`config.mk`:
```
export PLATFORM = sky130hd
export DESIGN_NAME = reg_file
export DESIGN_NICKNAME = d
export VERILOG_FILES = /design/src/rtl/reg_file.sv
export SDC_FILE = /design/constraint.sdc
export NUM_CORES = 2
export LEC_CHECK = 0
export BUFFER_PORTS_ARGS = -buffer_cell sky130_fd_sc_hd__buf_2
export CORE_MARGIN = 4
export CORE_UTILIZATION = 50
export DETAILED_ROUTE_END_ITERATION = 10
export MAX_ROUTING_LAYER = met4
export PLACE_DENSITY = 0.66
export SETUP_SLACK_MARGIN = 0.3
export SYNTH_ARGS = -nofsm -noshare
export SYNTH_HDL_FRONTEND = slang
export SYNTH_SLANG_ARGS = --single-unit
```
`constraint.sdc`:
```
create_clock -name clk_i -period 5.95 [get_ports clk_i]
set_clock_uncertainty 0.15 [all_clocks]
set_input_delay 0.595 -clock clk_i [delete_from_list [all_inputs] [get_ports clk_i]]
set_output_delay 0.595 -clock clk_i [all_outputs]
set_load 0.02 [all_outputs]
```
`src/rtl/reg_file.sv`:
```
// 32 x DATA_W register file: two combinational read ports and one clocked write port. Reg 0 reads zero and reg 29 resets to SP_INIT.
// Reads take 0 cycles and writes take 1 edge; there is no backpressure. Define REG_FILE_BYPASS_EN for write-first reads.
module reg_file #(
  parameter int unsigned       DATA_W  = 32,
  parameter logic [DATA_W-1:0] SP_INIT = 32'd128
) (
  input  logic              clk_i,
  input  logic              rst_i,
  input  logic [4:0]        RSaddr_i,
  input  logic [4:0]        RTaddr_i,
  input  logic [4:0]        RDaddr_i,
  input  logic [DATA_W-1:0] RDdata_i,
  input  logic              RegWrite_i,
  output logic [DATA_W-1:0] RSdata_o,
  output logic [DATA_W-1:0] RTdata_o
);

  localparam int unsigned NUM_REGS = 32;
  localparam int unsigned SP_IDX   = 29;

  logic [DATA_W-1:0] regs_q [NUM_REGS];
  logic [DATA_W-1:0] regs_d [NUM_REGS];
  logic              wr_vld;

  // Reg 0 is never written, so its flop holds the reset value of zero forever.
  assign wr_vld = RegWrite_i && (RDaddr_i != 5'd0);

  always_comb begin
    regs_d = regs_q;
    if (wr_vld) begin
      regs_d[RDaddr_i] = RDdata_i;
    end
    regs_d[0] = '0;
  end

  always_ff @(posedge clk_i) begin
    if (rst_i) begin
      for (int i = 0; i < NUM_REGS; i++) begin
        regs_q[i] <= (i == SP_IDX) ? SP_INIT : '0;
      end
    end else begin
      regs_q <= regs_d;
    end
  end

  always_comb begin
    RSdata_o = (RSaddr_i == 5'd0) ? '0 : regs_q[RSaddr_i];
    RTdata_o = (RTaddr_i == 5'd0) ? '0 : regs_q[RTaddr_i];
`ifdef REG_FILE_BYPASS_EN
    // Forward the in-flight write so that a same-cycle reader sees the new value.
    if (wr_vld && !rst_i && (RSaddr_i == RDaddr_i)) begin
      RSdata_o = RDdata_i;
    end
    if (wr_vld && !rst_i && (RTaddr_i == RDaddr_i)) begin
      RTdata_o = RDdata_i;
    end
`endif
  end

endmodule

```
## Word-level counts from Yosys, hierarchy flattened

Index checks and enable logic that the tools add are counted.

- Register bits after elaboration: 1024
- Input bits: 50
- Output and inout port bits: 64
- Word-level logic and storage cells: 55

- Order comparisons: 4
- Muxes and demuxes: 11
- Bitwise logic cells: 3
- Reduce and logical (&&, ||, !) cells: 5

Operators by type and width:

| kind | number |
|---|---|
| bitwise mux 1024 bit | 1 |
| binary-select mux 32 bit (select 5 bit) | 2 |
| two-way mux 32 bit | 7 |
| demux 32 bit (select 5 bit) | 1 |
| greater-or-equal comparator 6 bit, second input constant | 3 |
| inverter 5 -> 6 bit | 3 |
| zero test 5 bit | 2 |
| less-than comparator 6 x 1 -> 1 bit, second input constant | 1 |
| nonzero test 5 bit | 1 |
| logical AND 1 bit | 2 |

## Logic depth before layout (Yosys ltp)

- Depth in word-level cells: 6
- Gate-level depth with buffers: 9
- Mapped depth without buffers: 5

## Worst setup path before layout

No wires, ideal clock.

- Path type: input -> output
- Start: input port RTaddr_i[0]
- End: output port RTdata_o[0]
- Arrival time: 2.246 ns
- Data required time: 5.205 ns
- Slack: 2.959 ns
- Stages on the path: 6
- Buffers on the path: 3
- Cells stage by stage: clkbuf_1 buf_2 buf_2 mux4_2 mux2i_1 o221ai_1

- Longest elaborated chain between the ends: 5
- Elaborated cells on any way between the ends: 6
- Those cells by class: mux (4); bitwise (1); reduce/logical (1)

Ends and longest elaborated chain:

| item | line | RTL |
|---|---|---|
| start: declaration | 10 | `input logic [4:0] RTaddr_i,` |
| inverter 5 -> 6 bit (implied by the code) | 48 | `RTdata_o = (RTaddr_i == 5'd0) ? '0 : regs_q[RTaddr_i];` |
| binary-select mux 32 bit (select 5 bit) | 48 |  |
| two-way mux 32 bit (implied by the code) (2 in a row) | 48 |  |
| two-way mux 32 bit * | 48 |  |
| end: declaration | 15 | `output logic [DATA_W-1:0] RTdata_o` |

Mark *: on every way between the ends. The rest lies on a longest branch, timed or not. The select of a mux whose other input is x is not followed.

## Worst setup path after layout

- Start: input port RSaddr_i[0]
- End: output port RSdata_o[12]

- Longest elaborated chain between the ends: 5
- Elaborated cells on any way between the ends: 6
- Those cells by class: mux (4); bitwise (1); reduce/logical (1)

Ends and longest elaborated chain:

| item | line | RTL |
|---|---|---|
| start: declaration | 9 | `input logic [4:0] RSaddr_i,` |
| inverter 5 -> 6 bit (implied by the code) | 47 | `RSdata_o = (RSaddr_i == 5'd0) ? '0 : regs_q[RSaddr_i];` |
| binary-select mux 32 bit (select 5 bit) | 47 |  |
| two-way mux 32 bit (implied by the code) (2 in a row) | 47 |  |
| two-way mux 32 bit * | 47 |  |
| end: declaration | 14 | `output logic [DATA_W-1:0] RSdata_o,` |

Marked as above.

==> qor.yml <==
outcome:
  outcome: "complete, no violations"
job:
  cap_violations: 0
final_layout:
  nFillCells: 8784
  largest_reg_flops: 992
  drive_gt1_share_pct: 17.4
  area_growth_pct: 9.32
  seq_area_sq_um: 19900
  multi_input_area_sq_um: 28100
  largestRegisters: "regs_q (992)"
  final_nets: 5575
  top_register: "regs_q"
worst_setup_path:
  r2r_end: "regs_q[436]"
  start_kind: "input pin"
  crit_chain: "buf_8 -> nor2b_4 -> buf_4 -> a221oi_1 -> nor3_1 -> a211oi_1 -> nor3_1 -> buf_2"
  rrSetupSlack_ns: 5.04
  end_kind: "primary output"
  timing.rr.start: "regs_q[436]"
  critical-path-top-delay-family: "simple AND/OR/NAND/NOR gates"
  worst-setup-path-type: "input pin to primary output"
  critPathArrivalTime_ns: 3.66
  cp_num_buf_inv: 3
  cp.required_ns: 5.20
  critical-path-max-stage-delay_ns: 0.83
  cpMostUsedCell: "nor3_1"
  r2r_cells: 2
  crit_slowest_cell: "nor2b_4"
  path_max_fanout: 44
clocking:
  clock_sinks: 992
  cts_setup_buffers: 0
  cts-root-buf: "clkbuf_16"
  cts_tree: "built"
  cts_buffer_depth: 3
  clkSlewWorstSetupHoldPaths_ns: 0.06
  ctsResizeCount: 0
  clk_latency_ns: 0.68
  cts_buffers: 103
  cts-htree-levels: 3
  holdBufCountCts: 0
min_path:
  hold_depth: 2
  hold_class: "input pin to flip-flop"
  min_from: "rst_i"
  min_to: "regs_q[901]"
timing:
  fin_setup_tns_ns: 0
  finalCriticalPeriod_ns: 4.40
  period_share_pct: 74.0
  worst_pin_slew_ns: 1.36
  max_clock_freq_ghz: 0.227
  finalHoldViolCount: 0
  worst_slack_ns: 1.55
  slew_violations: 0
  finalSetupViolCount: 0
  slew_headroom_pct: 9.28
  grt_setup_unrepaired: "false"
yosys:
  ys_ff_latch: 992
  yosysTopAreaCell: "dfxtp_1"
  synth.most_common_cell: "nand2_1"
  synth.top_cell.area_share_pct: 39.6
  syn_area_sq_um: 50100
  synth-edff-count: 0
  yosys_warnings: 0
  syn-num-nets: 5842
  async_flop_share_pct: 0
  synthCells: 5792
  yosysSeqAreaShare_pct: 39.6
  yosys-top-cells-area: "dfxtp_1 40%, mux4_2 19%, nand2_1 16%"
  dominantRegCellSynth: "dfxtp_1"
  synthTopCellsByCount: "2081 x nand2_1, 1037 x a21oi_1, 992 x dfxtp_1"
  ys_types: 39
  synth.avg_cell_area_sq_um: 8.66
grt:
  grt_max_degree: 172
  grt_pass1_wl_um: 293000
  grt-ovfl-total: 0
  first_global_vias: 43000
  antenna_found_initial: 24
  track_usage_pct: 38.0
die:
  die-width_um: 325
  coreArea_sq_um: 99000
  rows: 115
  start_util_pct: 50.7
  chipHeight_um: 325
  fp.dieArea_sq_um: 105000
  io_pins: 114
route:
  drtIter0Drc: 7807
  route.vias.total: 46500
  viasPerCell: 6.72
  ant_nets: 0
  first_pass_iters: 7
  route.detailed.drc: 0
  routedWlPerCell_um: 29.2
  wirelength_um: 202000
placement:
  dp_hpwl_um: 119000
  port_buffers: 113
  place_congestion: 0.925
  pre_cts_slack_ns: 1.60
power_and_ir_drop:
  ir_drop_mv: 0.277
  p_per_area_nw_per_um2: 269
  power_w: 0.0147
  p_leak_nw: 17.8
[area by class of cell]
class	count	area share, %
inverters	2	0.0137
clock inverters	35	0.783
multi-input cells	4205	51.3
flip-flops and latches	992	36.2
clock buffers	152	5.64
diodes	25	0.114
well taps	1287	2.94
repair buffers	221	2.96
[per-layer routing]
metal | wire length, um | share of wire (%) | GRT usage (%)
met3 | 29200 | 14 | 10.6
met1 | 74500 | 37 | 50.0
met5 | 0 | 0 | -
met4 | 12400 | 6.1 | 20.5
met2 | 86100 | 43 | 53.2
[cells in the final DEF, fill, tap and decap left out, types with 14 or more instances in the layout]
cell | Yosys | routed
buf_2 | 112 | 104
nor3_1 | 49 | 49
clkbuf_1 | 437 | 18
mux2_2 | 81 | 81
nand2_1 | 2081 | 2049
mux4_2 | 433 | 433
a22oi_1 | 32 | 32
nor2_4 | 0 | 29
o221ai_1 | 32 | 32
buf_4 | 15 | 96
clkbuf_8 | 0 | 30
clkinv_2 | 0 | 16
diode_2 | 0 | 25
dfxtp_1 | 992 | 992
clkbuf_16 | 0 | 105
a31oi_1 | 15 | 15
a221oi_1 | 32 | 32
mux2_1 | 14 | 14
nor2_1 | 67 | 37
a211oi_1 | 18 | 18
buf_12 | 0 | 14
o21ai_1 | 14 | 14
o22ai_1 | 37 | 37
nor2b_1 | 44 | 42
a21oi_1 | 1037 | 1037
nand2_2 | 0 | 32
mux2i_1 | 138 | 138
o21ai_0 | 33 | 33
[power breakdown]
| group | internal, W | switching [W] |
|---|---|---|
| logic | 0.000337 | 0.000865 |
| registers | 0.00669 | 0.0000376 |
| clock network | 0.00394 | 0.00288 |
[worst max path at each step]
stage / from / to / slack [ns] / cells past startpoint
after detailed placement: RSaddr_i[0] / RSdata_o[27] / 1.60 / 7
after CTS: RSaddr_i[0] / RSdata_o[27] / 1.58 / 7
after global routing: RSaddr_i[0] / RSdata_o[27] / 1.44 / 7
after floorplan: RTaddr_i[0] / RTdata_o[0] / 2.96 / 6
after global placement: RSaddr_i[0] / RSdata_o[27] / 1.59 / 7
final: RSaddr_i[0] / RSdata_o[12] / 1.55 / 8
[metrics by stage]
stage	std cells	hold slack, ns	area (sq um)	util [%]
after floorplan	5792	0.293	50100	-
after global placement	6707	0.299	51200	51.8
after detailed placement	6707	0.306	51200	51.8
after CTS	6894	0.225	54800	55.3
after global routing	6913	0.275	54800	55.4
final	6919	0.260	54800	55.4
[cell families (layout without fill, tap and decap cells)]
group / after synthesis / after routing / share of synthesized area (%)
mux: 666 / 666 / 24.3
other cells: 0 / 25 / 0
buf+inv: 595 / 410 / 4.93
flops: 992 / 992 / 39.6
compound gates: 1265 / 1265 / 13.6
simple gates: 2274 / 2274 / 17.6
[worst reg2reg max path, delay by kind of cell (launching register included)]
family / cells / cell delay, ns
and+or+nand+nor: 1 / 0.08
AOI/OAI and AO/OA: 1 / 0.17
DFF: 1 / 0.43
(Power assumes the default switching activity.)
